[config.mk]
export PLATFORM = sky130hd
export DESIGN_NAME = serial_adder
export DESIGN_NICKNAME = d
export VERILOG_FILES = /design/src/rtl/serial_adder.sv
export SDC_FILE = /design/constraint.sdc
export NUM_CORES = 1
export LEC_CHECK = 0
export CAP_MARGIN = 40
export CORE_UTILIZATION = 35
export DETAILED_ROUTE_END_ITERATION = 7
export PLACE_DENSITY = 0.62
export REMOVE_ABC_BUFFERS = 1
export SLEW_MARGIN = 20
export SYNTH_ARGS = -nofsm -noshare
export SYNTH_HDL_FRONTEND = slang
export SYNTH_SLANG_ARGS = --single-unit
[constraint.sdc]
create_clock -name clk -period 3.6 [get_ports clk]
set_input_delay 0.9 -clock clk [delete_from_list [all_inputs] [get_ports clk]]
set_output_delay 0.9 -clock clk [all_outputs]
set_load 0.02 [all_outputs]
[src/rtl/serial_adder.sv]
// serial_adder: multi-cycle add/subtract unit that consumes BITS_PER_CYCLE
// bits of each operand per clock through a registered carry, with a
// start/ready/done handshake and sum, carry-out and signed-overflow results.
module serial_adder #(
  parameter int WIDTH          = 8,
  parameter int BITS_PER_CYCLE = 1
) (
  input  logic             clk,
  input  logic             rst,
  input  logic             start,
  input  logic             sub,
  input  logic [WIDTH-1:0] a,
  input  logic [WIDTH-1:0] b,
  input  logic             c_in,
  output logic             ready,
  output logic             busy,
  output logic             done,
  output logic [WIDTH-1:0] sum,
  output logic             c_out,
  output logic             ovf
);

  localparam int STEPS = WIDTH / BITS_PER_CYCLE;
  localparam int CNT_W = (STEPS > 1) ? $clog2(STEPS) : 1;
  localparam logic [CNT_W-1:0] LAST_STEP = CNT_W'(STEPS - 1);

  typedef enum logic {
    IDLE = 1'b0,
    RUN  = 1'b1
  } state_t;

  state_t state_q, state_d;

  logic [CNT_W-1:0] cnt_q, cnt_d;
  logic [WIDTH-1:0] a_q, a_d;
  logic [WIDTH-1:0] b_q, b_d;
  logic [WIDTH-1:0] work_q, work_d;
  logic [WIDTH-1:0] sum_q, sum_d;
  logic             carry_q, carry_d;
  logic             c_out_q, c_out_d;
  logic             ovf_q, ovf_d;
  logic             done_q, done_d;

  logic                      accept;
  logic                      last_step;
  int                        chunk_lsb;
  logic [BITS_PER_CYCLE-1:0] chunk_a;
  logic [BITS_PER_CYCLE-1:0] chunk_b;
  logic [BITS_PER_CYCLE-1:0] chunk_s;
  logic                      chunk_cmsb;  // carry into the top bit of the chunk
  logic                      chunk_cout;  // carry out of the top bit of the chunk

  // A request is only taken while idle; in RUN it is silently dropped.
  assign accept    = start && (state_q == IDLE);
  assign last_step = (state_q == RUN) && (cnt_q == LAST_STEP);
  assign chunk_lsb = int'(cnt_q) * BITS_PER_CYCLE;
  assign chunk_a   = a_q[chunk_lsb +: BITS_PER_CYCLE];
  assign chunk_b   = b_q[chunk_lsb +: BITS_PER_CYCLE];

  // State register; reset aborts any operation in flight.
  always_ff @(posedge clk) begin
    if (rst) begin
      state_q <= IDLE;
    end else begin
      state_q <= state_d;
    end
  end

  // Next-state logic: IDLE -> RUN on accept, RUN -> IDLE after the last chunk.
  always_comb begin
    state_d = state_q;
    case (state_q)
      IDLE:    if (accept) state_d = RUN;
      RUN:     if (last_step) state_d = IDLE;
      default: state_d = IDLE;
    endcase
  end

  // Handshake outputs decoded from the state.
  always_comb begin
    busy  = (state_q == RUN);
    ready = (state_q != RUN);
  end

  // Ripple add of one chunk plus the registered carry; the carry into the
  // chunk's top bit is kept so the final chunk can produce signed overflow.
  always_comb begin
    logic [BITS_PER_CYCLE:0] c;
    c       = '0;
    chunk_s = '0;
    c[0]    = carry_q;
    for (int i = 0; i < BITS_PER_CYCLE; i++) begin
      chunk_s[i] = chunk_a[i] ^ chunk_b[i] ^ c[i];
      c[i+1]     = (chunk_a[i] & chunk_b[i]) | (chunk_a[i] & c[i]) |
                   (chunk_b[i] & c[i]);
    end
    chunk_cmsb = c[BITS_PER_CYCLE-1];
    chunk_cout = c[BITS_PER_CYCLE];
  end

  // Datapath next-state: latch operands on accept, accumulate chunks in RUN,
  // publish the result on the last chunk.
  always_comb begin
    a_d     = a_q;
    b_d     = b_q;
    carry_d = carry_q;
    cnt_d   = cnt_q;
    work_d  = work_q;
    sum_d   = sum_q;
    c_out_d = c_out_q;
    ovf_d   = ovf_q;
    done_d  = 1'b0;
    if (accept) begin
      // Subtraction is a + ~b + 1, so invert B and preload the carry.
      a_d     = a;
      b_d     = sub ? ~b : b;
      carry_d = sub ? 1'b1 : c_in;
      cnt_d   = '0;
      work_d  = '0;
    end else if (state_q == RUN) begin
      work_d[chunk_lsb +: BITS_PER_CYCLE] = chunk_s;
      carry_d = chunk_cout;
      cnt_d   = cnt_q + CNT_W'(1);
      if (last_step) begin
        sum_d   = work_d;
        c_out_d = chunk_cout;
        ovf_d   = chunk_cmsb ^ chunk_cout;
        done_d  = 1'b1;
        cnt_d   = '0;
      end
    end
  end

  // Datapath registers; reset clears the published result and drops any pulse.
  always_ff @(posedge clk) begin
    if (rst) begin
      cnt_q   <= '0;
      a_q     <= '0;
      b_q     <= '0;
      work_q  <= '0;
      carry_q <= 1'b0;
      sum_q   <= '0;
      c_out_q <= 1'b0;
      ovf_q   <= 1'b0;
      done_q  <= 1'b0;
    end else begin
      cnt_q   <= cnt_d;
      a_q     <= a_d;
      b_q     <= b_d;
      work_q  <= work_d;
      carry_q <= carry_d;
      sum_q   <= sum_d;
      c_out_q <= c_out_d;
      ovf_q   <= ovf_d;
      done_q  <= done_d;
    end
  end

  assign done  = done_q;
  assign sum   = sum_q;
  assign c_out = c_out_q;
  assign ovf   = ovf_q;

endmodule

Word level (Yosys, flattened, before mapping)
Index checks and enable logic that the tools add are counted.
Widths: inputs -> output; s select.
{"block": "totals", "in_bits": 21, "output_inout_bits": 13, "ff_bits": 40}
{"block": "op_classes", "n_mux": 10, "add_sub_neg": 2, "shift": 4, "n_bitwise": 11, "n_eq_ne": 1, "n_reduce_logical": 6}
{"cell": "$neg 3->33", "count": 1}
{"cell": "$shift 1x33->8 const A", "count": 1}
{"cell": "$shiftx 1x33->8", "count": 1}
{"cell": "$shiftx 8x4->1", "count": 2}
{"cell": "$bwmux 8", "count": 1}
{"cell": "$mux 8", "count": 1}
{"cell": "$not 8->8", "count": 1}
{"cell": "$mux 1", "count": 6}
{"cell": "$add 3x1->3 const B", "count": 1}
{"cell": "$and 1x1->1", "count": 3}
{"cell": "$eq 3x3->1 const B", "count": 1}
{"cell": "$mux 3", "count": 1}
{"cell": "$reduce_and 3->1", "count": 1}
{"cell": "$reduce_or 3->1", "count": 1}
{"cell": "$xor 1x1->1", "count": 3}
{"cell": "$logic_and 1x1->1", "count": 2}
{"cell": "$not 1->1", "count": 2}
{"cell": "$or 1x1->1", "count": 2}
{"cell": "$pmux 1 s2", "count": 1}
{"cell": "$reduce_bool 2->1", "count": 1}
{"cell": "$reduce_or 2->1", "count": 1}

Logic depth before layout (Yosys ltp)
Gate-level depths: netlist (run 1).
{"block": "logic_depth", "depth_word": 6, "ltp_mapped": 10}

Worst setup path after synthesis (run 1)
Ideal clock, no wire load.
{"block": "synth_path", "path_kind": "reg2reg", "from": "register cnt_q[0]", "to": "register work_q[4]", "synth_period_minus_slack_ns": 2.812, "t_required_ns": 3.527, "path_slack_ns": 0.788, "arrival_ns": 2.739, "path_stages_with_launch": 9, "setup_ns": 0.073, "path_cell_list": "dfxtp_1 -> buf_6 -> clkbuf_1 -> mux4_2 -> mux2i_1 -> fa_1 -> or2_1 -> or4b_2 -> a21oi_1"}
{"block": "synth_between", "elab_chain_len": 5}
{"element": "start: declaration", "line": "34", "text": "logic [CNT_W-1:0] cnt_q, cnt_d;"}
{"element": "start signal: assignment", "line": "147", "text": "cnt_q <= cnt_d;"}
{"element": "$shiftx 8x4->1, on equally long branches", "line": "57, 58"}
{"element": "$xor 1x1->1 (2 in a row)", "line": "93", "text": "chunk_s[i] = chunk_a[i] ^ chunk_b[i] ^ c[i];"}
{"element": "$shiftx 1x33->8", "line": "121", "text": "work_d[chunk_lsb +: BITS_PER_CYCLE] = chunk_s;"}
{"element": "$bwmux 8 (*)", "line": "121"}
{"element": "end signal: assignment", "line": "150", "text": "work_q <= work_d;"}
{"element": "end: declaration", "line": "37", "text": "logic [WIDTH-1:0] work_q, work_d;"}
Mark *: on every way between the ends. The rest lies on a longest branch, timed or not.
A chain may end at the register's enable or synchronous reset.

Final worst setup path (run 1)
{"block": "layout_path", "from": "register cnt_q[0]", "to": "register sum_q[0], in the netlist sum[0]"}
{"block": "layout_between", "elab_chain_len": 5}
{"element": "$shiftx 8x4->1, on equally long branches", "line": "57, 58"}
{"element": "$xor 1x1->1 (2 in a row)", "line": "93"}
{"element": "$shiftx 1x33->8", "line": "121"}
{"element": "$bwmux 8", "line": "121"}
{"element": "end signal: assignment", "line": "152", "text": "sum_q <= sum_d;"}
{"element": "end: declaration", "line": "38", "text": "logic [WIDTH-1:0] sum_q, sum_d;"}
Several ways; a longest one is shown, not always the timed one.

==> flow_summary_export.csv, run 1 <==
group,metric,value,unit
finish,drive_gt1_share,7.66,%
synthesis,yosysMostFrequentCell,"dfxtp_1",
clock_network,clock_latency,290,ps
global_route,grt_pass1_wl,7430,um
floorplanning,die_x,77.5,um
finish,nets,274,
hold_path,hp-class,"flip-flop to flip-flop",
synthesis,synthDistinctLibCells,51,
hold_path,hold_depth,2,
floorplanning,rows,27,
sta,rsz0062_at_grt,"no",
synthesis,ys_warn_count,0,
finish,syn_to_final_growth,23.5,%
global_route,grt_start_max_net_pins,25,
sta,slew_violations,0,
drt,drtIter0Drc,67,
pwr,powerDensity,379,nW/um^2
critical_path,r2r_end,"sum[0]",
critical_path,setup.worst_path.start_class,"flip-flop",
critical_path,path_max_fanout,9,
hold_path,hold_start,"ovf",
sta,setup_tns,0,ps
global_route,grt_pass1_vias,1610,
sta,slew-limit-headroom,65.7,%
pwr,p_int,0.697,mW
drt,drc,0,
global_route,grtUsageTotal,15.6,%
job,maxCapViolCount,0,
critical_path,worstReg2RegStart,"cnt_q[0]",
critical_path,critPathRequiredTime,3830,ps
placement,io_buffers,33,
synthesis,netlist_area,1990,sq um
critical_path,rr_worst_depth,6,
hold_path,holdPathEnd,"ovf",
sta,period_share,83.8,%
synthesis,synth_area_leaders,"dfxtp_1 (40%), nand2_1 (4.9%), a21oi_1 (4.5%), mux4_1 (4.0%), xnor2_1 (4.0%)",
pwr,swShare,25.3,%
global_route,antenna_found_initial,0,
floorplanning,ios,34,
sta,max_freq,331,MHz
drt,dr.pass1.iters,4,
synthesis,ys_seq_area_share,40.2,%
clock_network,clockBufferDepth,2,
synthesis,yosysTopAreaCell,"dfxtp_1",
finish,antenna_cells,0,
sta,finalSetupViolations,0,
sta,hold_viol_final,0,
synthesis,synth_ff_type,"dfxtp_1",
pwr,static-leakage-power,0.843,nW
critical_path,path_class,"flip-flop to flip-flop",
drt,drt-wirelength-per-cell,13.5,um
pwr,combPwrFrac,15.0,%
drt,vias,1670,
floorplanning,die_area,6000,sq um
clock_network,cts_buffers,5,
drt,routed_wl,4310,um
pwr,p_seq_share,50.6,%
floorplanning,die_y,77.5,um
pwr,pwr-share-clk,34.4,%
clock_network,path_clk_slew,80,ps
placement,post-place-ws,598,ps
placement,place.gp.congestion,0.780,
global_route,grt_overflow,0,
drt,final_antenna_net_count,0,
sta,skew,9.18,ps
synthesis,syn_avg_cell_area,8.98,sq um
synthesis,syn_inst,222,
sta,worst_pin_slew,508,ps
pwr,ir_drop,0.208,mV
finish,post-route-util,44.7,%
outcome,status,"complete, no violations",
sta,fin_crit,3020,ps
clock_network,h-tree-depth,2,
critical_path,cp.arrival,3250,ps
pwr,p_switching,0.237,mW
clock_network,post_cts_buffers,0,
clock_network,cts-hold-fix-buffers,0,
clock_network,cts_root_buf,"clkbuf_8",
drt,via_per_inst,5.22,
placement,hpwlAfterDp,3110,um
synthesis,synth_edf_count,0,
sta,postLayoutSetupSlackWorst,582,ps
floorplanning,start_util,36.2,%
synthesis,yosysTopAreaCellShare,40.2,%
critical_path,reg2reg_slack,580,ps
clock_network,cts_tree,"built",
synthesis,synthTopCellsByCount,"dfxtp_1 (40), nand2_1 (26), a21oi_1 (18)",
clock_network,clock_sinks,40,
floorplanning,core_area,5510,sq um
critical_path,cp-end-kind,"flip-flop",
synthesis,synth.ff_latch_count,40,
clock_network,cts.repair.resized,0,
synthesis,synthArstFlopShare,0,%
==> routing by layer <==
layer	wire [um]	vias to the layer above	track usage, %
met5	0	-	0
met3	177	8	4.00
met2	2020	46	25.1
li1	-	856	-
met4	89	0	6.42
met1	2020	760	19.8
==> worst max path at each step <==
stage / startpoint / end / slack (ps) / depth (start not counted)
4_1_cts: cnt_q[0] / sum[0] / 570 / 6
5_1_grt: cnt_q[1] / sum[0] / 290 / 6
6_report: cnt_q[0] / sum[0] / 580 / 6
3_5_place_dp: cnt_q[0] / sum[0] / 600 / 6
3_3_place_gp: cnt_q[0] / work_q[4] / 670 / 6
2_1_floorplan: cnt_q[0] / work_q[4] / 600 / 6
==> registers in the layout (all words and copies together), names as in the netlist <==
signal   flops
sum          8
work_q       8
c_out        1
a_q          8
busy         1
done         1
carry_q      1
cnt_q        3
ovf          1
b_q          8
==> metrics by stage <==
| step | std cells | power, mW | area [sq um] | hold WS [ps] |
|---|---|---|---|---|
| 2_1_floorplan | 204 | 0.562 | 1920 | 425 |
| 3_3_place_gp | 313 | 0.623 | 2370 | 442 |
| 3_5_place_dp | 313 | 0.623 | 2370 | 450 |
| 4_1_cts | 320 | 0.940 | 2460 | 460 |
| 5_1_grt | 320 | 0.981 | 2460 | 484 |
| 6_report | 320 | 0.934 | 2460 | 460 |
==> cell usage in the layout (no fill, tap or decap), types with 2 or more instances in the layout <==
cell	instances
a21oi_1	18
clkdlybuf4s50_1	33
nand2b_1	5
nor4bb_1	3
o311ai_0	2
a31oi_1	2
clkbuf_8	7
nand3b_1	2
inv_1	8
o31ai_1	3
nor2_1	16
mux4_1	3
nor2b_1	2
and4_1	2
xnor2_1	9
nand3_1	7
nand4_1	2
a211oi_1	9
nor3_1	4
a311oi_1	5
buf_4	4
a31o_2	2
or4_1	3
nand2_1	26
dfxtp_1	40
ha_1	4
mux2i_1	4
==> kinds of logic (layout without fill, tap and decap cells) <==
kind of cell / count (synthesis) / in the layout / share of synthesized area [%]
AO/OA/AOI/OAI: 50 / 50 / 17.4
XOR/XNOR: 9 / 9 / 3.95
adder cells (fa/ha/maj): 5 / 5 / 3.51
buffers and inverters: 27 / 53 / 5.65
flip-flops: 40 / 40 / 40.2
multiplexers: 8 / 8 / 7.09
AND/OR/NAND/NOR: 83 / 83 / 22.2
==> area by class of cell <==
class,instances,area [sq um]
well taps,72,90.1
clock buffers,7,96.3
inverters,9,33.8
multi-input cells,155,1080
flip-flops and latches,40,801
fillers,555,3040
repair buffers,37,360
==> power groups by stage <==
| stage | sequential [mW] | clock [mW] | combinational, mW |
|---|---|---|---|
| 3_5_place_dp | 0.483 | 0 | 0.140 |
| 6_report | 0.473 | 0.322 | 0.140 |
| 4_1_cts | 0.473 | 0.327 | 0.140 |
| 2_1_floorplan | 0.481 | 0 | 0.0814 |
| 3_3_place_gp | 0.484 | 0 | 0.139 |
| 5_1_grt | 0.475 | 0.351 | 0.154 |
==> worst max-delay path, stage by stage (launching register included) <==
cell and delay, ps:
dfxtp_1 480, mux4_1 580, mux2i_1 220, fa_1 570, nor4bb_1 540, or3b_2 480, nand3_1 80
Power figures use the tool's default switching activity.
==> run 2, diff against run 1 <==
==> constraint.sdc (replaced) <==
create_clock -name clk -period 3.1 [get_ports clk]
set_input_delay 0.775 -clock clk [delete_from_list [all_inputs] [get_ports clk]]
set_output_delay 0.775 -clock clk [all_outputs]
set_load 0.02 [all_outputs]
==> run 2 against run 1 <==
  * Register-to-register slack worse by 310 ps
  * Global-route usage hardly changed
  * Maximum frequency is 6.9% higher
  * Combinational power is 21% higher
  * Die area stayed put
  * Clock power is 9.0% higher
  * Sequential share of layout area is 0.41 points lower
  * Design area is 1.3% higher
  * Wire length is 1.3% lower
  * Via count is 0.36% lower
  * Final cell count is 1.9% higher
  * Non-clock buffer count is 5 higher
  * Critical endpoint unchanged
  * Largest cell class unchanged
==> flow_summary_export.csv, run 2 (same netlist as run 1, synthesis figures left out) <==
group,metric,value,unit
critical_path,cp.arrival,3050,ps
global_route,grt_pass1_wl,7360,um
floorplanning,ios,34,
clock_network,h-tree-depth,2,
critical_path,cp_slowest_stage_delay,570,ps
floorplanning,core_area,5510,sq um
global_route,grt_pass1_vias,1536,
pwr,powerDensity,428,nW/um^2
drt,final_antenna_net_count,0,
drt,dr.pass1.iters,4,
critical_path,cp-end-kind,"flip-flop",
drt,via_per_inst,5.10,
floorplanning,die_x,77.5,um
finish,mostFrequentLayoutCell,"dfxtp_1",
clock_network,post_cts_buffers,0,
drt,drc,0,
critical_path,critPathRequiredTime,3330,ps
outcome,status,"complete, no violations",
sta,slew-limit-headroom,66.1,%
floorplanning,start_util,36.2,%
pwr,static-leakage-power,0.863,nW
placement,place.gp.congestion,0.793,
sta,slew_violations,0,
hold_path,hp-class,"flip-flop to flip-flop",
global_route,grt_overflow,0,
placement,io_buffers,33,
clock_network,cts_tree,"built",
critical_path,path_max_fanout,8,
clock_network,path_clk_slew,70,ps
placement,dp.cells,318,
sta,setup_tns,0,ps
clock_network,cts_buffers,5,
finish,final_cell_mix,"dfxtp_1 (40), clkdlybuf4s50_1 (33), nand2_1 (26)",
sta,fin_crit,2820,ps
clock_network,clock_sinks,40,
drt,vias,1664,
critical_path,setup.worst_path.start_class,"flip-flop",
finish,finalInstanceArea,2490,sq um
pwr,ir_drop,0.241,mV
job,maxCapViolCount,0,
critical_path,path_class,"flip-flop to flip-flop",
clock_network,clock_latency,280,ps
drt,drt-wirelength-per-cell,13.0,um
sta,rsz0062_at_grt,"no",
sta,period_share,91.1,%
clock_network,clockBufferDepth,2,
critical_path,path_cells,"mux4_1 -> mux2i_1 -> fa_1 -> buf_4 -> nor4bb_1 -> or3b_2 -> nand3_1",
global_route,grt_start_max_net_pins,25,
placement,place_area,2400,sq um
finish,nets,279,
finish,drive_gt1_share,9.06,%
global_route,grtUsageTotal,15.6,%
critical_path,slowest_stage,"mux4_1",
floorplanning,die_area,6000,sq um
pwr,p_total,1.07,mW
placement,hpwlAfterDp,3090,um
clock_network,cts-hold-fix-buffers,0,
floorplanning,die_y,77.5,um
sta,skew,6.70,ps
sta,hold_viol_final,0,
clock_network,cts.repair.resized,0,
sta,worst_pin_slew,508,ps
finish,post-route-util,45.3,%
drt,drtIter0Drc,131,
finish,stdcell_count,326,
finish,syn_to_final_growth,25.0,%
sta,max_freq,354,MHz
finish,antenna_cells,0,
drt,routed_wl,4250,um
floorplanning,rows,27,
clock_network,cts_root_buf,"clkbuf_8",
sta,finalSetupViolations,0,
global_route,antenna_found_initial,0,
-- run 2: cell types whose count changed in the layout (fill, tap and decap cells not counted), sizes merged --
cell and delta:
buf +5, clkbuf +1
-- run 2: critical path, delay by kind of cell (launching register included) --
kind                     cells  cell delay (ps)
multiplexers                 2              770
buffers and inverters        1              180
adder cells (fa/ha/maj)      1              460
AND/OR/NAND/NOR              3              940
flip-flops                   1              440
-- run 2: power breakdown --
| group | switching, mW | internal (mW) |
|---|---|---|
| Clock | 0.169 | 0.182 |
| Combinational | 0.0855 | 0.0838 |
| Sequential | 0.0146 | 0.533 |
| Total | 0.269 | 0.799 |
-- run 2: cell type report --
type / instances / area (sq um)
sequential: 40 / 801
timing repair buffer: 42 / 398
multi-input combinational: 155 / 1080
tap: 72 / 90.1
clock buffer: 8 / 90.1
inverter: 9 / 33.8
fill: 568 / 3010
-- run 2: metrics by stage --
stage | hold slack [ps] | worst slack [ps]
2_1_floorplan | 425 | 101
3_3_place_gp | 440 | 349
3_5_place_dp | 446 | 299
4_1_cts | 457 | 244
5_1_grt | 477 | 38.2
6_report | 453 | 277
-- run 2: worst paths after layout --
path	from	end	slack [ps]	cells past startpoint
max	cnt_q[0]	sum[0]	280	7
min	a_q[4]	a_q[4]	450	2
max reg2reg	cnt_q[0]	sum[0]	280	7
min reg2reg	a_q[4]	a_q[4]	450	2
-- run 2: layer usage --
layer  share of wire (%)  vias up  global-route usage (%)
met4                0.89        0                    4.53
met2                  47       44                    25.2
met3                 4.4        5                    4.47
met5                   0        -                       0
li1                    -      872                       -
met1                  48      743                    20.2
